===== src/rtl/button_array_interface_pkg.sv =====
// ---------------------------------------------------------------------------
// button_array_interface_pkg
//   Shared definitions for the push-button array: channel FSM state encoding,
//   default timing constants (12 MHz board clock) and a counter-width helper.
// ---------------------------------------------------------------------------
package button_array_interface_pkg;

  // Per-channel press-tracking states
  typedef enum logic [1:0] {
    ST_IDLE = 2'd0,   // debounced level released
    ST_DOWN = 2'd1,   // pressed, counting towards long-press
    ST_LONG = 2'd2    // long-press reached, generating repeats
  } btn_state_e;

  // Default timing at 12 MHz
  localparam int DEF_N_BTN           = 4;
  localparam int DEF_ACTIVE_LOW      = 1;
  localparam int DEF_DEBOUNCE_CYCLES = 1_200_000;  // 100 ms
  localparam int DEF_LONG_CYCLES     = 12_000_000; // 1 s
  localparam int DEF_REPEAT_CYCLES   = 2_400_000;  // 200 ms
  localparam int DEF_REPEAT_EN       = 1;

  // Width of a counter that must reach cycles-1; never narrower than one bit
  function automatic int cnt_width(input int cycles);
    int w;
    w = $clog2(cycles);
    if (w < 1) begin
      w = 1;
    end else begin
      w = w;
    end
    return w;
  endfunction

endpackage


===== src/rtl/button_array_interface_channel.sv =====
// ---------------------------------------------------------------------------
// button_array_interface_channel
//   One button: 2-FF synchroniser, polarity normalisation, debounce counter
//   and the press/long/repeat FSM. All outputs are registers.
// Ports
//   clk, rst        clock, asynchronous active-high reset
//   btn_in          raw asynchronous pin level
//   btn_level       debounced level, 1 = pressed
//   press_tick      1-cycle pulse when btn_level rises
//   release_tick    1-cycle pulse when btn_level falls
//   long_tick       1-cycle pulse once per press after LONG_CYCLES held
//   repeat_tick     1-cycle pulse every REPEAT_CYCLES while long-pressed
// ---------------------------------------------------------------------------
module button_array_interface_channel
  import button_array_interface_pkg::*;
#(
  parameter int ACTIVE_LOW      = DEF_ACTIVE_LOW,
  parameter int DEBOUNCE_CYCLES = DEF_DEBOUNCE_CYCLES,
  parameter int LONG_CYCLES     = DEF_LONG_CYCLES,
  parameter int REPEAT_CYCLES   = DEF_REPEAT_CYCLES,
  parameter int REPEAT_EN       = DEF_REPEAT_EN
) (
  input  logic clk,
  input  logic rst,
  input  logic btn_in,
  output logic btn_level,
  output logic press_tick,
  output logic release_tick,
  output logic long_tick,
  output logic repeat_tick
);

  localparam int DEB_W  = cnt_width(DEBOUNCE_CYCLES);
  localparam int HOLD_W = cnt_width(LONG_CYCLES);
  localparam int REP_W  = cnt_width(REPEAT_CYCLES);

  localparam logic [DEB_W-1:0]  DEB_LAST  = DEB_W'(DEBOUNCE_CYCLES - 1);
  localparam logic [HOLD_W-1:0] HOLD_LAST = HOLD_W'(LONG_CYCLES - 1);
  localparam logic [REP_W-1:0]  REP_LAST  = REP_W'(REPEAT_CYCLES - 1);

  // Pin level that means "released"; also the XOR mask that makes pressed = 1
  localparam logic POL_BIT    = (ACTIVE_LOW != 0) ? 1'b1 : 1'b0;
  localparam logic REP_EN_BIT = (REPEAT_EN != 0) ? 1'b1 : 1'b0;

  logic              sync1_r;
  logic              sync2_r;
  logic [DEB_W-1:0]  deb_cnt_r;
  logic              level_r;
  logic              press_r;
  logic              release_r;

  btn_state_e        state_r;
  logic [HOLD_W-1:0] hold_cnt_r;
  logic [REP_W-1:0]  rep_cnt_r;
  logic              long_r;
  logic              repeat_r;

  logic              synced_s;
  logic              flip_s;
  logic              rise_s;
  logic              fall_s;
  logic [DEB_W-1:0]  deb_cnt_nxt_s;

  btn_state_e        state_nxt_s;
  logic [HOLD_W-1:0] hold_cnt_nxt_s;
  logic [REP_W-1:0]  rep_cnt_nxt_s;
  logic              long_nxt_s;
  logic              repeat_nxt_s;

  // Debounce decision: count consecutive cycles the synced level disagrees
  always_comb begin
    synced_s      = sync2_r ^ POL_BIT;
    flip_s        = 1'b0;
    deb_cnt_nxt_s = {DEB_W{1'b0}};
    if (synced_s != level_r) begin
      if (deb_cnt_r == DEB_LAST) begin
        flip_s        = 1'b1;
        deb_cnt_nxt_s = {DEB_W{1'b0}};
      end else begin
        flip_s        = 1'b0;
        deb_cnt_nxt_s = deb_cnt_r + DEB_W'(1);
      end
    end else begin
      flip_s        = 1'b0;
      deb_cnt_nxt_s = {DEB_W{1'b0}};
    end
    rise_s = flip_s & ~level_r;
    fall_s = flip_s & level_r;
  end

  // Synchroniser, debounced level and press/release pulse registers
  always_ff @(posedge clk or posedge rst) begin
    if (rst) begin
      sync1_r   <= POL_BIT;
      sync2_r   <= POL_BIT;
      deb_cnt_r <= {DEB_W{1'b0}};
      level_r   <= 1'b0;
      press_r   <= 1'b0;
      release_r <= 1'b0;
    end else begin
      sync1_r   <= btn_in;
      sync2_r   <= sync1_r;
      deb_cnt_r <= deb_cnt_nxt_s;
      level_r   <= level_r ^ flip_s;
      press_r   <= rise_s;
      release_r <= fall_s;
    end
  end

  // Channel FSM next state; a release on the terminal-count cycle suppresses
  // the long/repeat pulse because the release branch is tested first
  always_comb begin
    state_nxt_s    = state_r;
    hold_cnt_nxt_s = hold_cnt_r;
    rep_cnt_nxt_s  = rep_cnt_r;
    long_nxt_s     = 1'b0;
    repeat_nxt_s   = 1'b0;
    case (state_r)
      ST_IDLE: begin
        hold_cnt_nxt_s = {HOLD_W{1'b0}};
        rep_cnt_nxt_s  = {REP_W{1'b0}};
        if (rise_s) begin
          state_nxt_s = ST_DOWN;
        end else begin
          state_nxt_s = ST_IDLE;
        end
      end
      ST_DOWN: begin
        if (fall_s) begin
          state_nxt_s    = ST_IDLE;
          hold_cnt_nxt_s = {HOLD_W{1'b0}};
          rep_cnt_nxt_s  = {REP_W{1'b0}};
        end else if (hold_cnt_r == HOLD_LAST) begin
          state_nxt_s    = ST_LONG;
          hold_cnt_nxt_s = {HOLD_W{1'b0}};
          rep_cnt_nxt_s  = {REP_W{1'b0}};
          long_nxt_s     = 1'b1;
        end else begin
          state_nxt_s    = ST_DOWN;
          hold_cnt_nxt_s = hold_cnt_r + HOLD_W'(1);
        end
      end
      ST_LONG: begin
        if (fall_s) begin
          state_nxt_s    = ST_IDLE;
          hold_cnt_nxt_s = {HOLD_W{1'b0}};
          rep_cnt_nxt_s  = {REP_W{1'b0}};
        end else if (rep_cnt_r == REP_LAST) begin
          state_nxt_s   = ST_LONG;
          rep_cnt_nxt_s = {REP_W{1'b0}};
          repeat_nxt_s  = REP_EN_BIT;
        end else begin
          state_nxt_s   = ST_LONG;
          rep_cnt_nxt_s = rep_cnt_r + REP_W'(1);
        end
      end
      default: begin
        state_nxt_s    = ST_IDLE;
        hold_cnt_nxt_s = {HOLD_W{1'b0}};
        rep_cnt_nxt_s  = {REP_W{1'b0}};
      end
    endcase
  end

  // Channel FSM state, counters and long/repeat pulse registers
  always_ff @(posedge clk or posedge rst) begin
    if (rst) begin
      state_r    <= ST_IDLE;
      hold_cnt_r <= {HOLD_W{1'b0}};
      rep_cnt_r  <= {REP_W{1'b0}};
      long_r     <= 1'b0;
      repeat_r   <= 1'b0;
    end else begin
      state_r    <= state_nxt_s;
      hold_cnt_r <= hold_cnt_nxt_s;
      rep_cnt_r  <= rep_cnt_nxt_s;
      long_r     <= long_nxt_s;
      repeat_r   <= repeat_nxt_s;
    end
  end

  assign btn_level    = level_r;
  assign press_tick   = press_r;
  assign release_tick = release_r;
  assign long_tick    = long_r;
  assign repeat_tick  = repeat_r;

endmodule


===== src/rtl/button_array_interface.sv =====
// ---------------------------------------------------------------------------
// button_array_interface
//   N independent push-button channels: synchronise, debounce, and emit
//   press / release / long-press / auto-repeat one-clock pulses.
// Ports
//   clk, rst        clock, asynchronous active-high reset
//   btn_in          [N_BTN] raw pin levels
//   btn_level       [N_BTN] debounced level, 1 = pressed
//   press_tick      [N_BTN] pulse on debounced press
//   release_tick    [N_BTN] pulse on debounced release
//   long_tick       [N_BTN] pulse once per press after LONG_CYCLES held
//   repeat_tick     [N_BTN] pulse every REPEAT_CYCLES while long-pressed
// Timing parameters must all be >= 2.
// ---------------------------------------------------------------------------
module button_array_interface
  import button_array_interface_pkg::*;
#(
  parameter int N_BTN           = DEF_N_BTN,
  parameter int ACTIVE_LOW      = DEF_ACTIVE_LOW,
  parameter int DEBOUNCE_CYCLES = DEF_DEBOUNCE_CYCLES,
  parameter int LONG_CYCLES     = DEF_LONG_CYCLES,
  parameter int REPEAT_CYCLES   = DEF_REPEAT_CYCLES,
  parameter int REPEAT_EN       = DEF_REPEAT_EN
) (
  input  logic             clk,
  input  logic             rst,
  input  logic [N_BTN-1:0] btn_in,
  output logic [N_BTN-1:0] btn_level,
  output logic [N_BTN-1:0] press_tick,
  output logic [N_BTN-1:0] release_tick,
  output logic [N_BTN-1:0] long_tick,
  output logic [N_BTN-1:0] repeat_tick
);

  for (genvar i = 0; i < N_BTN; i++) begin : g_ch
    button_array_interface_channel #(
      .ACTIVE_LOW      (ACTIVE_LOW),
      .DEBOUNCE_CYCLES (DEBOUNCE_CYCLES),
      .LONG_CYCLES     (LONG_CYCLES),
      .REPEAT_CYCLES   (REPEAT_CYCLES),
      .REPEAT_EN       (REPEAT_EN)
    ) u_ch (
      .clk          (clk),
      .rst          (rst),
      .btn_in       (btn_in[i]),
      .btn_level    (btn_level[i]),
      .press_tick   (press_tick[i]),
      .release_tick (release_tick[i]),
      .long_tick    (long_tick[i]),
      .repeat_tick  (repeat_tick[i])
    );
  end

endmodule


===== config.mk =====
export PLATFORM = sky130hd
export DESIGN_NAME = button_array_interface
export DESIGN_NICKNAME = d
export VERILOG_FILES = /design/src/rtl/button_array_interface_pkg.sv /design/src/rtl/button_array_interface_channel.sv /design/src/rtl/button_array_interface.sv
export SDC_FILE = /design/constraint.sdc
export NUM_CORES = 1
export LEC_CHECK = 0
export CAP_MARGIN = 20
export CELL_PAD_IN_SITES_DETAIL_PLACEMENT = 0
export CELL_PAD_IN_SITES_GLOBAL_PLACEMENT = 1
export CORE_ASPECT_RATIO = 0.6
export CORE_MARGIN = 1.5
export CORE_UTILIZATION = 30
export DETAILED_ROUTE_END_ITERATION = 10
export GPL_TIMING_DRIVEN = 0
export HOLD_SLACK_MARGIN = 0.1
export PLACE_DENSITY = 0.53
export SETUP_SLACK_MARGIN = 0.2
export SYNTH_ARGS = -nofsm -noshare
export SYNTH_HDL_FRONTEND = slang
export SYNTH_SLANG_ARGS = --single-unit

===== constraint.sdc =====
create_clock -name clk -period 10.95 [get_ports clk]
set_input_delay 2.19 -clock clk [delete_from_list [all_inputs] [get_ports clk]]
set_output_delay 2.19 -clock clk [all_outputs]
set_load 0.01 [all_outputs]

After elaboration in Yosys (flattened, before gate mapping). Cells that the tools add are included.

Equality and inequality tests: 32. $add $sub $neg: 12. Muxes and demuxes: 96. Reduce and logical (&&, ||, !) cells: 4. Bitwise logic cells: 20.

Operators with widths (number): $mux 22 (16); $mux 24 (12); $pmux 24 s2 (4); $pmux 22 s2 (4); $mux 21 (8); $add 24x1->24 const B (4); $eq 24x24->1 const B (4); $add 22x1->22 const B (4); $eq 22x22->1 const B (4); $add 21x1->21 const B (4); $eq 21x21->1 const B (4); $mux 1 (36); $mux 2 (12); $pmux 2 s3 (4); $ne 3x1->1 const B (4); $and 1x1->1 (8); $eq 2x1->1 const B (4); $eq 2x2->1 const B (4); $logic_not 2->1 (4); $ne 2x1->1 const B (4); $not 1->1 (8); $ne 1x1->1 (4); $xor 1x1->1 (4).

Input port bits: 6. Register bits after elaboration: 304.

Longest topological paths before layout.
Word-level depth: 6. Gate-level depth with buffers: 13.

Cells and area by module. Synthesis repeated with hierarchy kept, for this count alone.

Cells, all modules: 1588. Area total of the unflattened synthesis: 15588.7 um^2.

Modules (own cells, without submodules): button_array_interface_channel at g_ch[3].u_ch (times used 1, sequential area each 1904.3 um^2, area an instance 3906.2 um^2, cells an instance 384); button_array_interface_channel at g_ch[0].u_ch (times used 1, sequential area each 1904.3 um^2, area an instance 3898.7 um^2, cells an instance 404); button_array_interface_channel at g_ch[2].u_ch (times used 1, sequential area each 1904.3 um^2, area an instance 3896.2 um^2, cells an instance 395); button_array_interface_channel at g_ch[1].u_ch (times used 1, sequential area each 1904.3 um^2, area an instance 3887.5 um^2, cells an instance 405).

Worst setup path before layout. Ideal clock, no wire load.

Path kind: register to register. Start point: reg g_ch[2].u_ch.deb_cnt_r[13]. End point: reg g_ch[2].u_ch.hold_cnt_r[23]. Stages on the path, launching flop included: 13. Period minus slack after synthesis: 3003 ps. Slack: 7947 ps. Setup time: 132 ps. Arrival time: 2871 ps. Required time: 10818 ps. Cells stage by stage: dfrtp_1 > or4b_2 > nor4_1 > nand4_1 > nor2_1 > ha_1 > or3b_1 > clkbuf_1 > nand4_1 > buf_2 > nor4_2 > xnor2_1 > nor2_1.

Word-level cells in the longest chain between the ends: 6.

RTL lines: start: declaration (line button_array_interface_channel.sv:47) `logic [DEB_W-1:0] deb_cnt_r;`; start signal: assignment (line button_array_interface_channel.sv:96) `deb_cnt_r <= {DEB_W{1'b0}};`; start signal: assignment (line button_array_interface_channel.sv:103) `deb_cnt_r <= deb_cnt_nxt_s;`; $eq 21x21->1 * (line button_array_interface_channel.sv:76) `if (deb_cnt_r == DEB_LAST) begin`; $mux 1 * (line button_array_interface_channel.sv:76); $mux 1 * (line button_array_interface_channel.sv:75) `if (synced_s != level_r) begin`; $and 1x1->1 * (line button_array_interface_channel.sv:88) `fall_s = flip_s & level_r;`; named net g_ch[2].u_ch.fall_s (line button_array_interface_channel.sv:61) `logic fall_s;`; $mux 24 (line button_array_interface_channel.sv:129) `if (fall_s) begin`; $pmux 24 s2 (line button_array_interface_channel.sv:118) `case (state_r)`; end signal: assignment (line button_array_interface_channel.sv:169) `hold_cnt_r <= {HOLD_W{1'b0}};`; end signal: assignment (line button_array_interface_channel.sv:175) `hold_cnt_r <= hold_cnt_nxt_s;`; end: declaration (line button_array_interface_channel.sv:53) `logic [HOLD_W-1:0] hold_cnt_r;`.

Mark *: on every way through the listed nets, which the timed path passes. The rest lies on a longest branch. A chain may end at the register's enable or synchronous reset.

Worst setup path after layout.
Start point: reg g_ch[0].u_ch.level_r. End point: out btn_level[0].

RTL lines: start: declaration (line button_array_interface_channel.sv:48) `logic level_r;`; start signal: assignment (line button_array_interface_channel.sv:104) `level_r <= level_r ^ flip_s;`; end: declaration (line button_array_interface.sv:28) `output logic [N_BTN-1:0] btn_level,`.

No word-level cell between the ends.

==> results.txt <==
The run finished with clean final reports. The TritonCTS sink count is 304. The total design power was 2.35 mW; the number of design rule violations left after detail routing was 0. Of the total power, the share spent switching nets is 22.5%. The logs give 0 for the number of setup violations in the final report and 0 for the antenna diode count.

The count of buffers inserted at the top-level ports is 25. The final route contains 11600 vias. The number of warnings reported in the yosys synthesis log came out at 0.

The finished cells cover 17700 um2. After legalization and detailed placement, the total HPWL measured 23700 um. The synthesized-area fraction occupied by adder cells is 1.63%. For the pin with the worst max-slew slack, the measured transition is 885 ps.

The switching power summed over all nets is 0.529 mW, and the post-layout net count is 1694. The number of buffers inserted to repair setup after CTS is 0. For this design the ratio of total power to cell area is 132 nW/um2. The final core area utilization was 34.9%; the fraction of the cycle the final worst path needs was 35.1%. The die is 178 um tall. The number of nets in the synthesized netlist is 1626. The path class of the lowest-slack min-delay path is reg -> reg.

The tools report the hold violation count in the final report as 0. TritonCTS built the clock tree. After detailed routing, the total wire length is 35800 um.

For this design, the slowest cell found on the critical path is clkdlybuf4s50_1. Clock latency on the worst-skew pair, taken at its later pin, is 530 ps. The synthesized design contains 0 enable-type register cells.

The share of final-layout standard cells stronger than drive strength 1 came out at 9.09%. The first-pass GRT wire length was 60700 um; the initial antenna violation count was 0. Once placement finished, the instance area stood at 16600 um2.

The run gives 2 as the H-tree depth. The portion of total power attributed to sequential cells is 48.3%, and the part of the Yosys area used for sequential elements is 49.5%. The final-report max-slew violation count is 0. The critical path is of the reg -> out type. Clock-pin slew was measured on the worst setup and hold paths at 60 ps. The core region is 50800 um2.

Summing the areas of all and, or, nand and nor instances in the mapped netlist gives 26.8% of the synthesized area. The run gives 11000 as the number of global-route vias before repair. After clock tree synthesis, the repair step resized 0 gates. The count of nets left with antenna violations once routing finished came out at 0. The final critical-path required period is 3840 ps. The highest achievable clock rate was 260 MHz; the area added between synthesis and finish was 15.2%. Traced cell by cell, the critical path runs through buf_4, clkdlybuf4s50_1. The worst setup path is captured at a primary output. Clock tree synthesis selected as its root buffer the cell clkbuf_16. The final sum of negative setup slack is 0 ps, and the remaining global-route overflow is 0. After Yosys synthesis, XOR and XNOR cells account for 9.27% of the synthesized area. The first detailed-routing pass ran for 5 iterations. For the worst supply voltage drop on vdd, the log shows 0.102 mV. No sink is reached through more buffers than the 3 on the longest clock path. The worst pin sits at a relative slew slack of 40.5%. For the worst setup path, the data required time is 8760 ps.

In this run the static leakage power is 6.98 nW. The die covers 52700 um2. The average cell area after synthesis is 9.62 um2. The combinational family with the most area after synthesis was simple AND/OR/NAND/NOR gates. The synthesized-area fraction occupied by ao, oa, aoi and oai cells is 8.00%, and the hold buffer count at CTS is 0. In the final routed layout, each cell accounts on average for 15.0 um. The worst setup path is launched from a register. The TritonCTS buffer count was 35. The mux cell area share after synthesis came out at 1.07%.

The first routing iteration left 807 violations. The die width was 295 um. The overall fraction of global-route tracks in use was 14.1%. The run gives 26 as the I/O pin count. The internal portion of the total power is 1.82 mW.

The largest stage delay on the critical path came out at 570 ps. The share of total power dissipated in the clock network is 50.0%. After technology mapping, the gate count stands at 1600. For the last weighted congestion value of the routability-driven placer, the log shows 0.749. The total number of placement rows was 64.

The tool flagged a number of max-cap violations equal to 0. The tightest hold path in the finished design has a slack of 356 ps. Of the total power, combinational logic draws 1.8%.

The tools report the data arrival at the endpoint of the critical path as 1650 ps. Setup repair after global routing left no endpoint under its margin. The post-synthesis register bit count came out at 304.

Along the worst path, the maximum fanout reaches 4. The ratio of routed vias to standard cells is 4.87. Of all flip-flops after synthesis, the portion carrying an async set or reset was 100%. The cell area that synthesis handed to floorplanning was 15400 um2.

The initial utilization of the core area, before any placement, comes to 30.3%. Between clock sinks in the finished design, the worst skew comes to 14.1 ps. Entering global routing, the biggest net connects 101 pins. Synthesis instantiated 65 different standard cells from the library.

The most used flip-flop cell after synthesis is dfrtp_1.
## metrics by stage
stage / instances / worst slack (ps)
floorplan: 1600 / 371
global placement: 2318 / -4600
detailed placement: 2322 / 6900
CTS: 2385 / 7060
global route: 2387 / 6960
finish: 2387 / 7110
## registers in the layout (all words and copies together), names as in the netlist, 8 cells and up
signal / flops
g_ch.u_ch.rep_cnt_r: 88
g_ch.u_ch.deb_cnt_r: 84
g_ch.u_ch.hold_cnt_r: 96
g_ch.u_ch.state_r: 8
## metal layers
metal,share of wire (%),vias up,GRT usage (%)
met5,0,-,0
met4,1.6,0,3.06
met3,3.4,43,2.33
met2,39,148,18.8
met1,56,5619,22.8
li1,-,5816,-
## power groups by stage
stage          sequential (mW)  combinational [mW]  clock (mW)
6_report                  1.13              0.0420        1.17
5_1_grt                   1.13              0.0499        1.27
4_1_cts                   1.13              0.0454        1.22
3_5_place_dp              1.15              0.0453           0
3_3_place_gp              1.16              0.0408           0
2_1_floorplan             1.15              0.0270           0
## synthesized netlist by cell type (22+ instances only)
| master | count | area [um2] |
|---|---|---|
| o21ai_0 | 41 | 205 |
| clkbuf_1 | 26 | 97.6 |
| and3_1 | 35 | 219 |
| inv_1 | 37 | 139 |
| a21oi_1 | 60 | 300 |
| a31oi_1 | 33 | 206 |
| xnor2_1 | 80 | 701 |
| nand4_1 | 72 | 450 |
| xor2_1 | 83 | 727 |
| nand2_1 | 124 | 465 |
| nor2_1 | 234 | 878 |
| nand3_1 | 114 | 571 |
| buf_2 | 22 | 110 |
| nor3_1 | 44 | 220 |
| dfrtp_1 | 296 | 7410 |
## cell type report
cell class	instances	area [um2]
plain buffers	77	444
well taps	693	867
clock inverters	7	77.6
flip-flops and latches	304	7620
inverters	37	146
repair buffers	31	348
clock buffers	56	1040
fillers	5203	33000
multi-input cells	1182	7190
## worst max-delay path: cells and delay by family, from the launching register on
family / cells / cell delay [ps]
buffers and inverters: 2 / 710
flip-flops: 1 / 410
## cells in the final DEF, fill, tap and decap left out, types with 13 or more instances in the layout
cell	synthesis	routed
a21oi_1	60	60
a22o_1	13	13
a31oi_1	33	33
and3_1	35	35
and4_1	21	21
buf_2	22	24
buf_4	20	20
clkbuf_1	26	38
clkbuf_16	0	35
clkdlybuf4s50_1	0	25
dfrtp_1	296	296
ha_1	20	20
inv_1	37	36
nand2_1	124	124
nand2b_1	18	18
nand3_1	114	114
nand4_1	72	72
nor2_1	234	234
nor3_1	44	44
nor4_1	13	13
o21ai_0	41	41
o31ai_1	16	16
or3_1	16	16
or4_1	19	19
xnor2_1	80	80
xor2_1	83	83
## kinds of logic after synthesis
group                    after synthesis
XOR/XNOR                             163
adder cells (fa/ha/maj)               20
buffers and inverters                114
AO/OA/AOI/OAI                        197
AND/OR/NAND/NOR                      786
multiplexers                          16
flip-flops                           304
## worst paths after layout
path / from / endpoint / slack (ps) / cells after the start
setup / recovery: g_ch[0].u_ch.btn_level / btn_level[0] / 7110 / 2
hold / removal: g_ch[2].u_ch.sync1_r / g_ch[2].u_ch.sync2_r / 360 / 0
setup reg to reg: g_ch[1].u_ch.deb_cnt_r[0] / g_ch[1].u_ch.hold_cnt_r[23] / 7350 / 11
hold reg to reg: g_ch[2].u_ch.sync1_r / g_ch[2].u_ch.sync2_r / 360 / 0
max in group asynchronous: rst / g_ch[3].u_ch.deb_cnt_r[17] / 7520 / 4
min in group asynchronous: rst / g_ch[2].u_ch.release_tick / 2100 / 2
(Power assumes the default switching activity.)
